## src/rtl/uart_pkg.sv

```systemverilog
// Shared UART definitions: transmit FSM states, default framing constants
// and the parity seed helper used by both directions of the UART.
package uart_pkg;

  localparam int UART_CLKS_PER_BIT = 10;
  localparam int UART_DATA_BITS    = 8;

  typedef enum logic [2:0] {
    IDLE,
    START,
    DATA,
    PARITY,
    STOP,
    DONE
  } tx_state_t;

  // Seeding the accumulator with 1 turns the running XOR into odd parity.
  function automatic logic parity_init(input logic odd);
    return odd;
  endfunction

endpackage

```

## src/rtl/flex_counter.sv

```systemverilog
// Up-counter with synchronous clear. It counts 1..rollover_val and wraps to 1.
// rollover_flag is high while the count sits at rollover_val.
module flex_counter #(
  parameter int NUM_CNT_BITS = 4
) (
  input  logic                    clk,
  input  logic                    n_rst,
  input  logic                    clear,
  input  logic                    count_enable,
  input  logic [NUM_CNT_BITS-1:0] rollover_val,
  output logic [NUM_CNT_BITS-1:0] count_out,
  output logic                    rollover_flag
);

  logic [NUM_CNT_BITS-1:0] count_next;

  always_comb begin
    count_next = count_out;
    if (clear)
      count_next = '0;
    else if (count_enable)
      count_next = (count_out == rollover_val) ? NUM_CNT_BITS'(1) : count_out + NUM_CNT_BITS'(1);
  end

  always_ff @(posedge clk or negedge n_rst) begin
    if (!n_rst)
      count_out <= '0;
    else
      count_out <= count_next;
  end

  assign rollover_flag = (count_out == rollover_val);

endmodule

```

## src/rtl/uart_tx_ctrl.sv

```systemverilog
// UART transmit control: takes a byte over valid/ready and serialises
// start, data (LSB first), optional parity and stop bits on a registered line.
module uart_tx_ctrl
  import uart_pkg::*;
#(
  parameter int CLKS_PER_BIT = UART_CLKS_PER_BIT,
  parameter int DATA_BITS    = UART_DATA_BITS,
  parameter int PARITY_EN    = 0,
  parameter int PARITY_ODD   = 0,
  parameter int STOP_BITS    = 1
) (
  input  logic                 clk,
  input  logic                 n_rst,
  input  logic [DATA_BITS-1:0] tx_data,
  input  logic                 tx_valid,
  input  logic                 tx_abort,
  output logic                 tx_ready,
  output logic                 tx_busy,
  output logic                 tx_done,
  output logic                 serial_out
);

  localparam int CNT_W = $clog2(CLKS_PER_BIT * 2) + 1;
  localparam int IDX_W = $clog2(DATA_BITS) + 1;

  tx_state_t state, state_next;

  logic [CNT_W-1:0]     bit_cnt;
  logic                 bit_tc;
  logic [IDX_W-1:0]     bit_idx;
  logic                 last_bit;
  logic                 stop_half;
  logic                 stop_last;
  logic                 accept;
  logic                 abort_act;
  logic                 cnt_clear;
  logic                 cnt_en;
  logic [DATA_BITS-1:0] shift_reg, shift_d;
  logic                 par_acc, par_d;
  logic                 serial_d;

  assign accept    = (state == IDLE) && tx_valid;
  assign abort_act = tx_abort && (state inside {START, DATA, PARITY, STOP});

  // The period counter steps on the accept edge so every bit period reads 1..CLKS_PER_BIT.
  assign cnt_clear = abort_act || (state == DONE) || ((state == IDLE) && !tx_valid);
  assign cnt_en    = (state != IDLE) || tx_valid;

  flex_counter #(.NUM_CNT_BITS(CNT_W)) u_bit_period (
    .clk          (clk),
    .n_rst        (n_rst),
    .clear        (cnt_clear),
    .count_enable (cnt_en),
    .rollover_val (CNT_W'(CLKS_PER_BIT)),
    .count_out    (bit_cnt),
    .rollover_flag(bit_tc)
  );

  flex_counter #(.NUM_CNT_BITS(IDX_W)) u_bit_index (
    .clk          (clk),
    .n_rst        (n_rst),
    .clear        (state == START),
    .count_enable ((state == DATA) && bit_tc),
    .rollover_val (IDX_W'(DATA_BITS - 1)),
    .count_out    (bit_idx),
    .rollover_flag(last_bit)
  );

  assign stop_last = (STOP_BITS == 1) || stop_half;

  always_ff @(posedge clk or negedge n_rst) begin
    if (!n_rst)
      state <= IDLE;
    else
      state <= state_next;
  end

  always_comb begin
    state_next = state;
    unique case (state)
      IDLE:    if (tx_valid) state_next = START;
      START:   if (bit_tc) state_next = DATA;
      DATA:    if (bit_tc && last_bit) state_next = (PARITY_EN != 0) ? PARITY : STOP;
      PARITY:  if (bit_tc) state_next = STOP;
      STOP:    if (bit_tc && stop_last) state_next = DONE;
      DONE:    state_next = IDLE;
      default: state_next = IDLE;
    endcase
    if (abort_act)
      state_next = IDLE;
  end

  always_comb begin
    tx_ready = (state == IDLE);
    tx_busy  = (state != IDLE);
    tx_done  = (state == DONE);
  end

  always_comb begin
    shift_d = shift_reg;
    par_d   = par_acc;
    if (accept) begin
      shift_d = tx_data;
      par_d   = parity_init(PARITY_ODD != 0);
    end else if ((state == DATA) && bit_tc) begin
      shift_d = shift_reg >> 1;
      par_d   = par_acc ^ shift_reg[0];
    end
  end

  // The line flop is loaded from the upcoming state so it switches on the same edge as the FSM.
  always_comb begin
    unique case (state_next)
      START:   serial_d = 1'b0;
      DATA:    serial_d = shift_d[0];
      PARITY:  serial_d = par_d;
      default: serial_d = 1'b1;
    endcase
  end

  always_ff @(posedge clk or negedge n_rst) begin
    if (!n_rst) begin
      shift_reg  <= '0;
      par_acc    <= 1'b0;
      serial_out <= 1'b1;
      stop_half  <= 1'b0;
    end else begin
      shift_reg  <= shift_d;
      par_acc    <= par_d;
      serial_out <= serial_d;
      if (state != STOP)
        stop_half <= 1'b0;
      else if (bit_tc)
        stop_half <= ~stop_half;
    end
  end

endmodule

```

## config.mk

```make
export PLATFORM = sky130hd
export DESIGN_NAME = uart_tx_ctrl
export DESIGN_NICKNAME = d
export VERILOG_FILES = /design/src/rtl/uart_pkg.sv /design/src/rtl/flex_counter.sv /design/src/rtl/uart_tx_ctrl.sv
export SDC_FILE = /design/constraint.sdc
export NUM_CORES = 1
export LEC_CHECK = 0
export BUFFER_PORTS_ARGS = -buffer_cell sky130_fd_sc_hd__buf_4
export CELL_PAD_IN_SITES_DETAIL_PLACEMENT = 0
export CELL_PAD_IN_SITES_GLOBAL_PLACEMENT = 1
export CORE_MARGIN = 2
export CORE_UTILIZATION = 48
export DETAILED_ROUTE_END_ITERATION = 8
export PLACE_DENSITY_LB_ADDON = 0.25
export SYNTH_ARGS = -nofsm -noshare
export SYNTH_HDL_FRONTEND = slang
export SYNTH_HIERARCHICAL = 1
export SYNTH_SLANG_ARGS = --single-unit
export TNS_END_PERCENT = 100
```

## constraint.sdc

```tcl
create_clock -name clk -period 7.3 [get_ports clk]
set_input_delay 1.46 -clock clk [delete_from_list [all_inputs] [get_ports clk]]
set_output_delay 1.46 -clock clk [all_outputs]
set_load 0.05 [all_outputs]
```

==> flow_metrics.tcl <==
set metrics [dict create \
    synth_largest_area_cell "dfrtp_1" \
    yosysWarnings 6 \
    global_route.overflow_total 0 \
    dp_hpwl_um 2000 \
    whs_path_depth 2 \
    synth_commonest_cells "dfrtp_1, nor2_1, nand2_1" \
    placeableCoreArea_mm2 0.00281 \
    worstHoldPathType "reg2reg" \
    crit_path_max_delay_cell_type "a221oi_1" \
    final_replace_weighted_congestion 0.772 \
    final_min_period_over_clock_period 0.452 \
    cts_repair_resize_count 0 \
    synth-main-ff-cell "dfrtp_1" \
    rr_startpoint "u_bit_period/count_out[0]" \
    synthMuxAreaShare 0.0355 \
    synth_xor_xnor_area_share 0.0728 \
    floorplan.die_area_mm2 0.00346 \
    clock_tree.root_cell "clkbuf_4" \
    synth_top_area_share 0.381 \
    cts-htree-levels 1 \
    critPathKind "in2reg" \
    post_synth_arst_share 1.00 \
    globalRouteTotalUtil 0.188 \
    synth.lib_cells_used.distinct 50 \
    antenna_found_initial 0 \
    slew_violations 0 \
    setup_viol 0 \
    p_leak_nw 0.731 \
    synth.most_common_cell "dfrtp_1" \
    grt_pass1_vias 1134 \
    tritoncts_clock_tree "built" \
    die_x_extent_um 58.8 \
    yosys.area_share.adder 0.0173 \
    clock_skews_ns 0.00176 \
    synth_top_family_by_area "simple AND/OR/NAND/NOR gates" \
    status "complete, but fails checks" \
    synth-seq-cells 23 \
    first_iter_violations 76 \
    max_cap_viol_count 0 \
    stdcell_area_mm2 0.00159 \
    hold_start "shift_reg[2]" \
    slowest_delay_ns 0.88 \
    final_nets 181 \
    tightest_slew_ns 1.12 \
    synth_enable_flop_cells 0 \
    post_drt_wl_per_cell_um 14.0 \
    drt_first_pass_iters 6 \
    synth.area.top_cells "dfrtp_1, xor2_1, buf_6" \
    grt_max_degree 24 \
    worst_ir_drop_vdd_v 0.000114 \
    placedInstanceArea_mm2 0.00157 \
    synthToLayoutAreaGrowth_pct 10.3 \
    bufs_on_longest_clock_path 2 \
    numCtsBuffers 3 \
    syn-cell-area_mm2 0.00144 \
    synth_simple_gate_area_frac 0.214 \
    setup_fix_buffers_added_after_clock_tree_synthesis 0 \
    failing_checks "design-rule violations" \
    dr_total_vias 1123 \
    r2r_path_end "u_bit_index/count_out[2]" \
    hold_worst_path_end "shift_reg[2]" \
    power_per_cell_area_mw_per_mm2 196 \
    drcViolationCount 3 \
    fmax_ghz 0.303 \
    r2r_cells 8 \
    largest_register_ff_count 8 \
    worstSkewPairLatency_ns 0.31 \
    required_ns 7.52 \
    synthesis.instances 146 \
    path_clk_slew_ns 0.12 \
    cts.hold.buffers_added 0 \
    synth_area_per_cell_um2 9.89 \
    num_io_pins 16 \
    vias_cell 5.70 \
    rows 19 \
    rsz0062_at_grt "no" \
    timing.critical_path.cells "buf_4, nor3b_1, a21oi_1, nor2_1, a221oi_1, o2111ai_2, nor2_2, xnor2_1, a211oi_1" \
    setup_total_negative_slack_ns 0 \
    grt_first_pass_wirelength_um 5020 \
    effective_utilization_at_floorplan 0.515 \
    finalWirelength_um 2770 \
    count_of_nets_left_with_antenna_violations_after_detail_routing 0 \
    final_layout_size_suffix_gt1_frac 0.193 \
    numClockSinks 23 \
    antenna_cells 0 \
    numPortBuffers 15 \
    synth_compound_area_frac 0.192 \
    finalCoreUtilization 0.568 \
    cp-start-kind "input pin" \
    critPathArrivalTime_ns 3.52 \
    finalPower_uw 312 \
    floorplan.die.height_um 58.8 \
    synth-seq-area-share 0.399 \
    cp-end-kind "register" \
    timing.max_slew.rel_slack 0.256 \
    critical_path.max_fanout 8 \
    timing_hold_violations_final 0 \
    timing.final.crit_period_ns 3.30 \
    timing.reg2reg.setup_slack_ns 4.19 \
]
[layout make-up]
class | count | area (µm²)
fillers | 264 | 1210
multi-input cells | 115 | 805
flip-flops and latches | 23 | 577
repair buffers | 15 | 113
well taps | 31 | 38.8
inverters | 9 | 33.8
clock buffers | 4 | 26.3
[cell usage in the layout, fill, tap and decap left out, types with 2 or more instances in the layout]
cell type and count:
a2111oi_2 2, a211oi_1 2, a21oi_1 6, and3_1 2
buf_4 15, clkbuf_4 3, conb_1 10, dfrtp_1 22
ha_1 2, inv_1 9, mux2i_1 4, nand2_1 10
nand2b_1 3, nand3_1 2, nand4_1 2, nor2_1 12
nor2_2 2, nor3_1 6, o211a_1 2, o21a_1 2
o21ai_0 4, o22a_1 2, o22ai_1 4, o32ai_1 3
xnor2_1 5, xor2_1 7
[stage by stage]
stage | hold WS (ns) | cells | worst slack (ns)
after CTS | 0.537 | 197 | 4.07
after global routing | 0.560 | 197 | 3.82
after detailed placement | 0.504 | 193 | 3.74
after floorplan | 0.474 | 154 | 3.55
after global placement | 0.492 | 193 | 3.87
final | 0.534 | 197 | 4.00
[critical path, delay by kind of cell]
family                 cells  cell delay [ns]
XOR/XNOR                   1             0.08
buffers and inverters      1             0.12
AO/OA/AOI/OAI              4             1.49
AND/OR/NAND/NOR            3             0.37
[report_power, final]
part           switching [mW]  internal (mW)
Combinational          0.0529         0.0372
Clock                  0.0371         0.0213
Sequential             0.0179          0.146
[metal layers]
metal,up-vias,wire (µm),GRT usage
met3,2,116,0.0462
li1,555,-,-
met5,-,0,0
met2,23,1340,0.324
met1,543,1290,0.239
met4,0,24,0.0390
[cells by family after synthesis]
| kind of cell | Yosys count |
|---|---|
| DFF | 23 |
| AOI/OAI and AO/OA | 35 |
| and+or+nand+nor | 51 |
| other | 2 |
| xor gates and xnor gates | 12 |
| buffers and inverters | 16 |
| adders and majority gates | 2 |
| muxes | 5 |
[worst max path at each step]
stage	startpoint	end	slack, ns	cells past startpoint
global route	tx_valid	u_bit_period/count_out[5]	3.82	9
detailed placement	tx_valid	u_bit_period/count_out[5]	3.74	9
finish	tx_valid	u_bit_period/count_out[5]	4.00	9
floorplan	state[0]	tx_busy	3.55	3
global placement	tx_valid	u_bit_period/count_out[5]	3.87	9
CTS	tx_valid	u_bit_period/count_out[5]	4.07	9
Note: power is estimated with default switching activity, not from simulation.
